`config.mk`:
```
export PLATFORM = sky130hd
export DESIGN_NAME = mem_bus_arbiter_flat
export DESIGN_NICKNAME = d
export VERILOG_FILES = /design/src/rtl/mem_bus_arbiter_if.sv /design/src/rtl/mem_bus_arbiter.sv /design/src/flat_wrapper.sv
export SDC_FILE = /design/constraint.sdc
export NUM_CORES = 1
export LEC_CHECK = 0
export CORE_MARGIN = 10
export CORE_UTILIZATION = 34
export DETAILED_ROUTE_END_ITERATION = 10
export PLACE_DENSITY_LB_ADDON = 0.15
export SYNTH_ARGS = -nofsm -noshare
export SYNTH_HDL_FRONTEND = slang
export SYNTH_SLANG_ARGS = --single-unit
```
`constraint.sdc`:
```
create_clock -name clk -period 2.41 [get_ports clk]
set_input_delay 0.723 -clock clk [delete_from_list [all_inputs] [get_ports clk]]
set_output_delay 0.723 -clock clk [all_outputs]
set_load 0.01 [all_outputs]
```
`src/rtl/mem_bus_arbiter_if.sv`:
```
// Bus bundle between two requesters (fetch, load/store), the arbiter and one memory slave.
// master: the environment (requesters and memory); slave: the arbiter serving them.
interface mem_bus_arbiter_if #(
  parameter int unsigned ADDR_W = 32,
  parameter int unsigned DATA_W = 32
);
  localparam int unsigned STRB_W = DATA_W / 8;

  logic              m0_req_valid;
  logic              m0_req_ready;
  logic [ADDR_W-1:0] m0_addr;
  logic              m0_rsp_valid;
  logic [DATA_W-1:0] m0_rsp_data;

  logic              m1_req_valid;
  logic              m1_req_ready;
  logic [ADDR_W-1:0] m1_addr;
  logic              m1_we;
  logic [DATA_W-1:0] m1_wdata;
  logic [STRB_W-1:0] m1_wstrb;
  logic              m1_rsp_valid;
  logic [DATA_W-1:0] m1_rsp_data;

  logic              s_req_valid;
  logic              s_req_ready;
  logic [ADDR_W-1:0] s_addr;
  logic              s_we;
  logic [DATA_W-1:0] s_wdata;
  logic [STRB_W-1:0] s_wstrb;
  logic              s_rsp_valid;
  logic [DATA_W-1:0] s_rsp_data;

  logic              busy_o;
  logic              owner_o;

  modport master (
    output m0_req_valid, m0_addr,
    input  m0_req_ready, m0_rsp_valid, m0_rsp_data,
    output m1_req_valid, m1_addr, m1_we, m1_wdata, m1_wstrb,
    input  m1_req_ready, m1_rsp_valid, m1_rsp_data,
    input  s_req_valid, s_addr, s_we, s_wdata, s_wstrb,
    output s_req_ready, s_rsp_valid, s_rsp_data,
    input  busy_o, owner_o
  );

  modport slave (
    input  m0_req_valid, m0_addr,
    output m0_req_ready, m0_rsp_valid, m0_rsp_data,
    input  m1_req_valid, m1_addr, m1_we, m1_wdata, m1_wstrb,
    output m1_req_ready, m1_rsp_valid, m1_rsp_data,
    output s_req_valid, s_addr, s_we, s_wdata, s_wstrb,
    input  s_req_ready, s_rsp_valid, s_rsp_data,
    output busy_o, owner_o
  );
endinterface

```
`src/rtl/mem_bus_arbiter.sv`:
```
// Two-master, one-slave memory arbiter with a single outstanding transaction.
// Define ARB_ROUND_ROBIN_EN to alternate grants on contention; otherwise M1 has fixed priority.
module mem_bus_arbiter #(
  parameter int unsigned ADDR_W = 32,
  parameter int unsigned DATA_W = 32
) (
  input logic               clk,
  input logic               rst,
  mem_bus_arbiter_if.slave  bus
);
  localparam int unsigned STRB_W = DATA_W / 8;

  typedef enum logic [1:0] {StIdle, StReq, StRsp} state_e;

  state_e            state_q, state_d;
  logic              owner_q, owner_d;
  logic [ADDR_W-1:0] addr_q, addr_d;
  logic              we_q, we_d;
  logic [DATA_W-1:0] wdata_q, wdata_d;
  logic [STRB_W-1:0] wstrb_q, wstrb_d;
  logic              rst_hold_q;
  logic              grant_m1;
  logic              accept;

`ifdef ARB_ROUND_ROBIN_EN
  logic prefer_m1_q;

  assign grant_m1 = bus.m1_req_valid & (~bus.m0_req_valid | prefer_m1_q);

  always_ff @(posedge clk) begin
    if (rst) begin
      prefer_m1_q <= 1'b1;
    end else if (accept) begin
      prefer_m1_q <= ~grant_m1;
    end
  end
`else
  assign grant_m1 = bus.m1_req_valid;
`endif

  // No grants while in reset or during the first cycle after it.
  assign accept = (state_q == StIdle) & ~rst & ~rst_hold_q &
                  (bus.m0_req_valid | bus.m1_req_valid);

  always_ff @(posedge clk) begin
    rst_hold_q <= rst;
    if (rst) begin
      state_q <= StIdle;
      owner_q <= 1'b0;
      addr_q  <= '0;
      we_q    <= 1'b0;
      wdata_q <= '0;
      wstrb_q <= '0;
    end else begin
      state_q <= state_d;
      owner_q <= owner_d;
      addr_q  <= addr_d;
      we_q    <= we_d;
      wdata_q <= wdata_d;
      wstrb_q <= wstrb_d;
    end
  end

  always_comb begin
    state_d = state_q;
    owner_d = owner_q;
    addr_d  = addr_q;
    we_d    = we_q;
    wdata_d = wdata_q;
    wstrb_d = wstrb_q;
    unique case (state_q)
      StIdle: begin
        if (accept) begin
          state_d = StReq;
          owner_d = grant_m1;
          if (grant_m1) begin
            addr_d  = bus.m1_addr;
            we_d    = bus.m1_we;
            wdata_d = bus.m1_wdata;
            wstrb_d = bus.m1_wstrb;
          end else begin
            addr_d  = bus.m0_addr;
            we_d    = 1'b0;
            wdata_d = '0;
            wstrb_d = '0;
          end
        end
      end
      StReq: begin
        if (bus.s_req_ready) state_d = StRsp;
      end
      StRsp: begin
        if (bus.s_rsp_valid) state_d = StIdle;
      end
      default: state_d = StIdle;
    endcase
  end

  assign bus.m0_req_ready = accept & ~grant_m1;
  assign bus.m1_req_ready = accept & grant_m1;

  assign bus.s_req_valid = (state_q == StReq) & ~rst;
  assign bus.s_addr      = addr_q;
  assign bus.s_we        = we_q;
  assign bus.s_wdata     = wdata_q;
  assign bus.s_wstrb     = wstrb_q;

  // Responses are forwarded only to the owner and only while one is expected.
  assign bus.m0_rsp_valid = (state_q == StRsp) & ~rst & ~owner_q & bus.s_rsp_valid;
  assign bus.m1_rsp_valid = (state_q == StRsp) & ~rst & owner_q & bus.s_rsp_valid;
  assign bus.m0_rsp_data  = bus.s_rsp_data;
  assign bus.m1_rsp_data  = bus.s_rsp_data;

  assign bus.busy_o  = (state_q != StIdle) & ~rst;
  assign bus.owner_o = owner_q;
endmodule

```
`src/flat_wrapper.sv`:
```
// flat-port wrapper written by rule: the top's interface ports become plain ports
module mem_bus_arbiter_flat 
#(
  parameter int unsigned ADDR_W = 32,
  parameter int unsigned DATA_W = 32
)
  (clk, rst, bus_m0_req_valid, bus_m0_addr, bus_m0_req_ready, bus_m0_rsp_valid, bus_m0_rsp_data, bus_m1_req_valid, bus_m1_addr, bus_m1_we, bus_m1_wdata, bus_m1_wstrb, bus_m1_req_ready, bus_m1_rsp_valid, bus_m1_rsp_data, bus_s_req_valid, bus_s_addr, bus_s_we, bus_s_wdata, bus_s_wstrb, bus_s_req_ready, bus_s_rsp_valid, bus_s_rsp_data, bus_busy_o, bus_owner_o);
  mem_bus_arbiter_if #(.ADDR_W(ADDR_W), .DATA_W(DATA_W)) bus_i ();
  input logic clk;
  input logic rst;
  input wire logic [$bits(bus_i.m0_req_valid)-1:0] bus_m0_req_valid;
  input wire logic [$bits(bus_i.m0_addr)-1:0] bus_m0_addr;
  output wire logic [$bits(bus_i.m0_req_ready)-1:0] bus_m0_req_ready;
  output wire logic [$bits(bus_i.m0_rsp_valid)-1:0] bus_m0_rsp_valid;
  output wire logic [$bits(bus_i.m0_rsp_data)-1:0] bus_m0_rsp_data;
  input wire logic [$bits(bus_i.m1_req_valid)-1:0] bus_m1_req_valid;
  input wire logic [$bits(bus_i.m1_addr)-1:0] bus_m1_addr;
  input wire logic [$bits(bus_i.m1_we)-1:0] bus_m1_we;
  input wire logic [$bits(bus_i.m1_wdata)-1:0] bus_m1_wdata;
  input wire logic [$bits(bus_i.m1_wstrb)-1:0] bus_m1_wstrb;
  output wire logic [$bits(bus_i.m1_req_ready)-1:0] bus_m1_req_ready;
  output wire logic [$bits(bus_i.m1_rsp_valid)-1:0] bus_m1_rsp_valid;
  output wire logic [$bits(bus_i.m1_rsp_data)-1:0] bus_m1_rsp_data;
  output wire logic [$bits(bus_i.s_req_valid)-1:0] bus_s_req_valid;
  output wire logic [$bits(bus_i.s_addr)-1:0] bus_s_addr;
  output wire logic [$bits(bus_i.s_we)-1:0] bus_s_we;
  output wire logic [$bits(bus_i.s_wdata)-1:0] bus_s_wdata;
  output wire logic [$bits(bus_i.s_wstrb)-1:0] bus_s_wstrb;
  input wire logic [$bits(bus_i.s_req_ready)-1:0] bus_s_req_ready;
  input wire logic [$bits(bus_i.s_rsp_valid)-1:0] bus_s_rsp_valid;
  input wire logic [$bits(bus_i.s_rsp_data)-1:0] bus_s_rsp_data;
  output wire logic [$bits(bus_i.busy_o)-1:0] bus_busy_o;
  output wire logic [$bits(bus_i.owner_o)-1:0] bus_owner_o;
  assign bus_i.m0_req_valid = bus_m0_req_valid;
  assign bus_i.m0_addr = bus_m0_addr;
  assign bus_m0_req_ready = bus_i.m0_req_ready;
  assign bus_m0_rsp_valid = bus_i.m0_rsp_valid;
  assign bus_m0_rsp_data = bus_i.m0_rsp_data;
  assign bus_i.m1_req_valid = bus_m1_req_valid;
  assign bus_i.m1_addr = bus_m1_addr;
  assign bus_i.m1_we = bus_m1_we;
  assign bus_i.m1_wdata = bus_m1_wdata;
  assign bus_i.m1_wstrb = bus_m1_wstrb;
  assign bus_m1_req_ready = bus_i.m1_req_ready;
  assign bus_m1_rsp_valid = bus_i.m1_rsp_valid;
  assign bus_m1_rsp_data = bus_i.m1_rsp_data;
  assign bus_s_req_valid = bus_i.s_req_valid;
  assign bus_s_addr = bus_i.s_addr;
  assign bus_s_we = bus_i.s_we;
  assign bus_s_wdata = bus_i.s_wdata;
  assign bus_s_wstrb = bus_i.s_wstrb;
  assign bus_i.s_req_ready = bus_s_req_ready;
  assign bus_i.s_rsp_valid = bus_s_rsp_valid;
  assign bus_i.s_rsp_data = bus_s_rsp_data;
  assign bus_busy_o = bus_i.busy_o;
  assign bus_owner_o = bus_i.owner_o;
  mem_bus_arbiter #(.ADDR_W(ADDR_W), .DATA_W(DATA_W)) u_core (.clk(clk), .rst(rst), .bus(bus_i));
endmodule
```
# [After elaboration in Yosys (flattened, before gate mapping)]
# Index checks and enable logic that the tools add are counted.
[op_classes] mux=8 bitwise_logic=17 eq_ne=5 n_reduce_logical=4
[op_table] op="32-bit 2-to-1 mux" count=2
[op_table] op="1-bit AND" count=12
[op_table] op="2-bit 2-to-1 mux" count=3
[op_table] op="2-bit case mux with 3 select lines" count=1
[op_table] op="4-bit 2-to-1 mux" count=1
[op_table] op="2-bit inequality test (second input constant)" count=2
[op_table] op="1-bit inverter" count=4
[op_table] op="3-bit AND reduction" count=1
[op_table] op="2-bit by 1-bit == test with 1-bit output (second input constant)" count=1
[op_table] op="2-bit == test (second input constant)" count=1
[op_table] op="2-bit zero test" count=1
[op_table] op="2-bit by 1-bit inequality test with 1-bit output (second input constant)" count=1
[op_table] op="2-bit AND reduction" count=1
[op_table] op="2-bit nonzero test" count=1
[op_table] op="1-bit 2-to-1 mux" count=1
[op_table] op="1-bit bitwise OR" count=1
[word_totals] output_inout_bits=140 inputBits=139 word_cells=41 register_bits=73

# [Longest topological paths before layout]
# Gate-level depths: netlist of the first run.
[logic_depth] word_depth=6 depth_mapped=6 mapped_depth_nobuf=3

# [Worst setup path after synthesis of the first run]
# Ideal clock, no wire load.
[synth_path] path_type="input to output" from="in rst" to="out bus_m0_req_ready" n_path_buf=1 cell_stages=4 t_required_ns=1.687 arrival_ns=1.513 slack_ns=0.174 path_cell_list="nor4_4 > buf_2 > nand2_1 > nor2_1"
[synth_via] elab_chain_len=5
[synth_lines] item="from (decl)" line="flat_wrapper.sv:10" source="input logic rst;"
[synth_lines] item="1-bit inverter" line="mem_bus_arbiter.sv:42" source="assign accept = (state_q == StIdle) & ~rst & ~rst_hold_q &"
[synth_lines] item="1-bit AND (3 in series)" line="mem_bus_arbiter.sv:42"
[synth_lines] item="1-bit AND" line="mem_bus_arbiter.sv:99" source="assign bus.m0_req_ready = accept & ~grant_m1;"
[synth_lines] item="to (decl)" line="flat_wrapper.sv:13" source="output wire logic [$bits(bus_i.m0_req_ready)-1:0] bus_m0_req_ready;"
# Every way passes these cells.

# [Final worst setup path of the first run]
[layout_path] from="in bus_m0_req_valid" to="out bus_m0_req_ready"
[layout_via] elab_chain_len=3
[layout_lines] item="from (decl)" line="flat_wrapper.sv:11" source="input wire logic [$bits(bus_i.m0_req_valid)-1:0] bus_m0_req_valid;"
[layout_lines] item="1-bit bitwise OR" line="mem_bus_arbiter.sv:43" source="(bus.m0_req_valid | bus.m1_req_valid);"
[layout_lines] item="1-bit AND" line="mem_bus_arbiter.sv:42"
[layout_lines] item="1-bit AND" line="mem_bus_arbiter.sv:99"
# Every way passes these cells.

==> results of run 1 <==
placed cells by master (no fill, tap or decap):
master	Yosys	routed
buf_4	64	17
bufinv_16	0	2
nand2_1	3	1
buf_2	9	4
dfxtp_2	0	1
nand3b_1	1	1
a31o_1	1	1
a21oi_1	70	70
clkinv_2	0	1
o21ai_1	2	2
a21o_1	1	1
clkbuf_8	0	10
nor3b_1	1	1
buf_12	0	3
inv_1	2	2
or4_4	1	1
nor2_1	4	4
nand2_2	0	2
clkdlybuf4s15_1	0	1
mux2i_1	32	32
nor2_2	1	1
clkdlybuf4s50_1	0	173
nor2_8	1	1
o21ai_0	35	35
nor4b_2	0	1
nor4_4	1	2
dlygate4sd2_1	0	2
and2_1	1	1
nand3_1	37	37
dlymetal6s2s_1	0	1
dfxtp_1	73	72
inv_6	0	1
or2_4	0	1
a211oi_1	32	32
clkinvlp_4	0	1
clkinv_4	0	1
power groups by stage:
stage | clock (uW) | combinational, uW | sequential [uW]
floorplan | 0 | 336 | 1350
global placement | 0 | 624 | 1330
detailed placement | 0 | 625 | 1330
CTS | 1130 | 628 | 1300
global route | 1180 | 676 | 1310
finish | 1090 | 619 | 1300
per-layer routing:
metal  GRT usage, %  up-vias  share of wire (%)
met4           3.68        0                1.1
met5              0        -                  0
li1               -     1593                  -
met1           17.8     1470                 41
met2           22.7      164                 44
met3           9.18       16                 14
critical path, stage by stage:
cell             delay [ns]
clkdlybuf4s50_1        0.42
or2_4                  0.24
nand2_2                0.07
nor2_1                 0.04
buf_2                  0.14
how the worst max path moves through the flow:
stage / end / cells after the start
after floorplan: bus_m0_req_ready / 4
after global placement: bus_m1_rsp_valid / 4
after detailed placement: bus_m1_rsp_valid / 4
after CTS: bus_m1_rsp_valid / 4
after global routing: bus_m0_req_ready / 5
final: bus_m0_req_ready / 5
stage by stage:
step	power (uW)	area, um^2	hold WS, ns
global route	3170	5300	0.494
CTS	3060	5290	0.477
floorplan	1690	3570	0.499
detailed placement	1950	5060	0.466
global placement	1950	5060	0.460
finish	3010	5300	0.475
registers in the layout (all words and copies together) (netlist names):
register / count
u_core.state_q: 2
u_core.bus.s_addr: 32
u_core.bus.s_wstrb: 4
u_core.rst_hold_q: 1
u_core.bus.s_we: 1
u_core.bus.owner_o: 1
u_core.bus.s_wdata: 32
what timing repair did:
| action | in CTS | in global routing |
|---|---|---|
| hold endpoints to repair | 0 | 0 |
| hold buffers | 0 | 0 |
| gates resized for setup | 22 | 2 |
| setup endpoints to repair | 6 | 3 |
| pin swaps | 1 | 1 |
logic make-up (layout without fill, tap and decap cells):
| logic type | after synthesis | after routing | synth area share [%] |
|---|---|---|---|
| AO/OA/AOI/OAI | 141 | 141 | 22.2 |
| buffers and inverters | 105 | 219 | 19.2 |
| flip-flops | 73 | 73 | 40.9 |
| AND/OR/NAND/NOR | 54 | 54 | 8.76 |
| multiplexers | 32 | 32 | 8.97 |
final cells by class:
class | instances | area (um^2)
clock buffers | 10 | 138
multi-input cells | 227 | 1450
inverters | 2 | 7.51
repair buffers | 201 | 1980
flip-flops and latches | 73 | 1460
fillers | 983 | 4980
well taps | 136 | 170
clock inverters | 6 | 90.1
==> metrics.cfg, run 1 <==
[outcome]
status=finished, final reports clean

[clocking]
cts_max_path_buffers=2
post_cts_buffers=0
cts-root-buf=clkbuf_8
h-tree-depth=3
clkTransAtPathRegs_ns=0.08
cts_buffers=9
numClockSinks=73
cts_tree=done
clk_latency_ns=0.34

[logic_synthesis]
synth_cells=405
yosys.area.top_type_share_pct=40.9
syn-mean-instance-area_um2=8.82
ys_seq_area_share_pct=40.9
synth_flop_cell=dfxtp_1
synth_largest_area_cell=dfxtp_1
synth-async-reset-ratio_pct=0
synth_edf_count=0
ys_ff_latch=73
yosysMostFrequentCell=dfxtp_1
synthTopCellsByArea=dfxtp_1 (41%), buf_4 (13%), a21oi_1 (9.8%), mux2i_1 (9.0%), a211oi_1 (6.7%)
synth.top_cells.by_count=dfxtp_1 (73), a21oi_1 (70), buf_4 (64)
syn_area_um2=3570
synth_cell_types=28
syn-num-nets=544
ys_warn_count=0

[setup_path]
startpoint=bus_m0_req_valid
r2r_slack_ns=0.68
regToRegEndpoint=u_core.bus.s_wdata[7]
worstSetupPathType=input port to output port
r2r_start=u_core.state_q[1]
worst_setup_path_start_kind=input port
endpoint_kind=output port
worstPathRequired_ns=1.69
r2r_cells=5
arrival_ns=1.63
path_max_fanout=2

[placed_design]
io_buffers=182
gp_congestion=0.776
place_ws_ns=-0.554
place_hpwl_mm=8.63
place_inst=639

[min_path]
hold_class=flop to flop
hold_start=u_core.bus.s_wstrb[1]
holdPathStages=2
hold_end=u_core.bus.s_wstrb[1]

[sta]
hold_viol=0
rsz0062_at_grt=false
drv_slew=0
fin_ws_ns=0.0580
worstMarginPinSlew_ns=0.503
clock_skew_ns=0.0135
fin_crit_sh_pct=97.6
fin_crit_ns=2.35
slew_headroom_pct=66.5
fin_setup_tns_ns=0
finalSetupViolations=0
fmax_mhz=425

[route]
drc_errors=0
drt_iter0_markers=243
drt_wl_total_mm=11.7
postRouteAntennaNets=0
vias=3243
wl_per_cell_um=17.8
routed_via_density=4.95
firstDrtPassIters=4

[floorplan]
die_w_um=123
num_io_pins=279
rows=37
chipHeight_um=123
start_util_pct=34.8
core_um2=10300
die_area_um2=15000

[power]
power.switching_uw=775
p_int_uw=2240
netSwitchingFraction_pct=25.7
powerDensity_nw_per_um2=569
p_leak_uw=0.00192
ir_drop_mv=0.300
combPwrFrac_pct=20.5
p_seq_share_pct=43.2
p_clk_share_pct=36.3

[global_routing]
grt_pass1_vias=3323
grt_pass1_wl_mm=18.1
overflow=0
grt_start_max_net_pins=44
antenna_found_initial=0
groute.usage.overall_pct=15.1

[flow_run]
cap_violations=0

[layout]
stdcell_count=655
syn_to_final_growth_pct=48.4
antenna_cells=0
nets=653
utilization_pct=51.6
drive_above_1_share_pct=9.63

No activity file was read; power rests on OpenSTA's default activity.
==> inputs of run 2 (changes only) <==
--- a/config.mk
+++ b/config.mk
@@ -5,8 +5,9 @@
 export SDC_FILE = /design/constraint.sdc
 export NUM_CORES = 1
 export LEC_CHECK = 0
+export ABC_AREA = 1
 export CORE_MARGIN = 10
-export CORE_UTILIZATION = 34
+export CORE_UTILIZATION = 38
 export DETAILED_ROUTE_END_ITERATION = 10
 export PLACE_DENSITY_LB_ADDON = 0.15
 export SYNTH_ARGS = -nofsm -noshare
==> constraint.sdc (replaced) <==
create_clock -name clk -period 2.8 [get_ports clk]
set_input_delay 0.84 -clock clk [delete_from_list [all_inputs] [get_ports clk]]
set_output_delay 0.84 -clock clk [all_outputs]
set_load 0.01 [all_outputs]
==> run 2 against run 1 <==
Compared with the run above: total power shrank 24%; sequential power decreased by 15%; routed wire length is 7.4% higher; core utilization is 3.8 points higher; first-iteration DRC count down 3.3%; hold slack got worse by 0.012 ns; synthesized area rose by 8.2%; sequential share of layout area fell by 0.72 points; global-route usage rose by 1.4 points; cell count is 25% higher; clock power is 38% lower; die area decreased by 2.7%; critical path type unchanged; largest cell class unchanged.
==> metrics.cfg, run 2 <==
[route]
vias=3827
firstDrtPassIters=4
postRouteAntennaNets=0
drc_errors=0
routed_via_density=4.67
wl_per_cell_um=15.3
drt_wl_total_mm=12.5
drt_iter0_markers=235

[setup_path]
startpoint=bus_m0_req_valid
endpoint_kind=output port
r2r_start=u_core.rst_hold_q
arrival_ns=1.89
path_max_fanout=5
worst_setup_path_start_kind=input port
r2r_cells=4
worstPathRequired_ns=1.96
worstSetupPathType=input port to output port

[global_routing]
groute.usage.overall_pct=16.5
grt_pass1_wl_mm=19.8
overflow=0
grt_pass1_vias=3802
grt_start_max_net_pins=70
antenna_found_initial=0

[logic_synthesis]
syn_area_um2=3860
ys_warn_count=0
yosysMostFrequentCell=nand2_1
synth_flop_cell=dfxtp_1
syn-mean-instance-area_um2=6.64
synth_largest_area_cell=dfxtp_1
yosys.area.top_type_share_pct=37.8
synth_cells=582
synth_edf_count=0
ys_ff_latch=73
synth.top_cells.by_count=nand2_1 (206), dfxtp_1 (73), a21oi_1 (70), nand3_1 (70), buf_4 (66)
ys_seq_area_share_pct=37.8
synthTopCellsByArea=dfxtp_1 (38%), nand2_1 (20%), buf_4 (13%), a21oi_1 (9.1%), nand3_1 (9.1%)
synth-async-reset-ratio_pct=0
synth_cell_types=17
syn-num-nets=721

[sta]
rsz0062_at_grt=false
fin_ws_ns=0.0742
drv_slew=0
hold_viol=0
fin_crit_sh_pct=97.4
fmax_mhz=367
slew_headroom_pct=50.1
fin_hold_ws_ns=0.463
fin_crit_ns=2.73
clock_skew_ns=0.0113
worstMarginPinSlew_ns=0.749
fin_setup_tns_ns=0
finalSetupViolations=0

[clocking]
clk_latency_ns=0.34
numClockSinks=73
cts-root-buf=clkbuf_8
ctsHoldBuffers=0
cts_buffers=9
h-tree-depth=3
clkTransAtPathRegs_ns=0.07
cts_tree=done
post_cts_buffers=0
cts_max_path_buffers=2

[min_path]
holdPathStages=2
hold_class=flop to flop
hold_start=u_core.bus.s_wdata[28]

[layout]
nets=823
drive_above_1_share_pct=5.24
num-fill-cells=1029
antenna_cells=0
mostFrequentLayoutCells=nand2_1 (206), clkdlybuf4s50_1 (176), dfxtp_1 (73)
syn_to_final_growth_pct=40.8
layout_commonest_cell=nand2_1
stdcell_count=820

[placed_design]
place_ws_ns=-0.403
io_buffers=182
place_inst=806
place_hpwl_mm=9.26
gp_congestion=0.781

[floorplan]
die_area_um2=14600
rows=36
chipHeight_um=121
start_util_pct=39.3
num_io_pins=279
core_um2=9820
die_w_um=121

[power]
p_leak_uw=0.00232
ir_drop_mv=0.248
powerDensity_nw_per_um2=420

[outcome]
status=finished, final reports clean

[flow_run]
cap_violations=0

==> run 2: cell count changes in the layout (fill, tap and decap cells not counted), moves of 4 or more <==
cell / before / now
o21ai_0: 35 / 1
mux2i_1: 32 / 0
nand2_1: 1 / 206
nor2_4: 0 / 4
a211oi_1: 32 / 0
inv_1: 2 / 42
buf_4: 17 / 12
nand3_1: 37 / 70
==> run 2: worst max-delay path: stages <==
cell and delay (ns):
clkdlybuf4s50_1 0.48, inv_1 0.04, nand2_1 0.10, nand3_4 0.13, nor2_4 0.15, buf_2 0.14
==> run 2: cell families (layout without fill, tap and decap cells) <==
logic type	after synthesis	after routing	synth area share, %
simple gates	291	291	31.4
flops	73	73	37.8
buf+inv	147	252	21.6
compound gates	71	71	9.20
==> run 2: final timing paths <==
| kind | end | slack, ns |
|---|---|---|
| worst min register to register | u_core.bus.s_wdata[28] | 0.46 |
| worst max-delay path | bus_m1_req_ready | 0.07 |
| worst max register to register | u_core.bus.s_addr[6] | 1.32 |
| worst min-delay path | u_core.bus.s_wdata[28] | 0.46 |
==> run 2: routing by layer <==
| metal | part of all wire [%] | global-route usage, % | vias up |
|---|---|---|---|
| met4 | 1.1 | 4.52 | 0 |
| met2 | 50 | 28.7 | 140 |
| li1 | - | - | 1956 |
| met1 | 40 | 17.9 | 1715 |
| met5 | 0 | 0 | - |
| met3 | 8.5 | 6.84 | 16 |
==> run 2: area by class of cell <==
| type | count | area, um^2 | share of cell area (%) |
|---|---|---|---|
| tap | 133 | 166 | 3.06 |
| multi-input combinational | 362 | 1590 | 29.2 |
| clock buffer | 10 | 128 | 2.35 |
| clock inverter | 4 | 22.5 | 0.414 |
| inverter | 43 | 161 | 2.97 |
| sequential | 73 | 1460 | 26.9 |
| timing repair buffer | 195 | 1910 | 35.1 |
==> run 2: what timing repair did <==
item | 4_1_cts | 5_1_grt
pin swaps | 0 | 1
setup endpoints to repair | 4 | 2
gates resized for setup | 12 | 3
==> run 2: power breakdown <==
| group | switching, uW | internal [uW] |
|---|---|---|
| Combinational | 243 | 267 |
| Clock | 370 | 308 |
| Sequential | 20.5 | 1080 |
| Total | 634 | 1650 |
==> run 2: per-stage QoR <==
stage | cell area, um^2 | utilization, % | power (uW)
finish | 5440 | 55.4 | 2280
global route | 5440 | 55.4 | 2410
CTS | 5450 | 55.5 | 2310
detailed placement | 5280 | 53.8 | 1630
global placement | 5280 | 53.8 | 1630
floorplan | 3860 | - | 1440
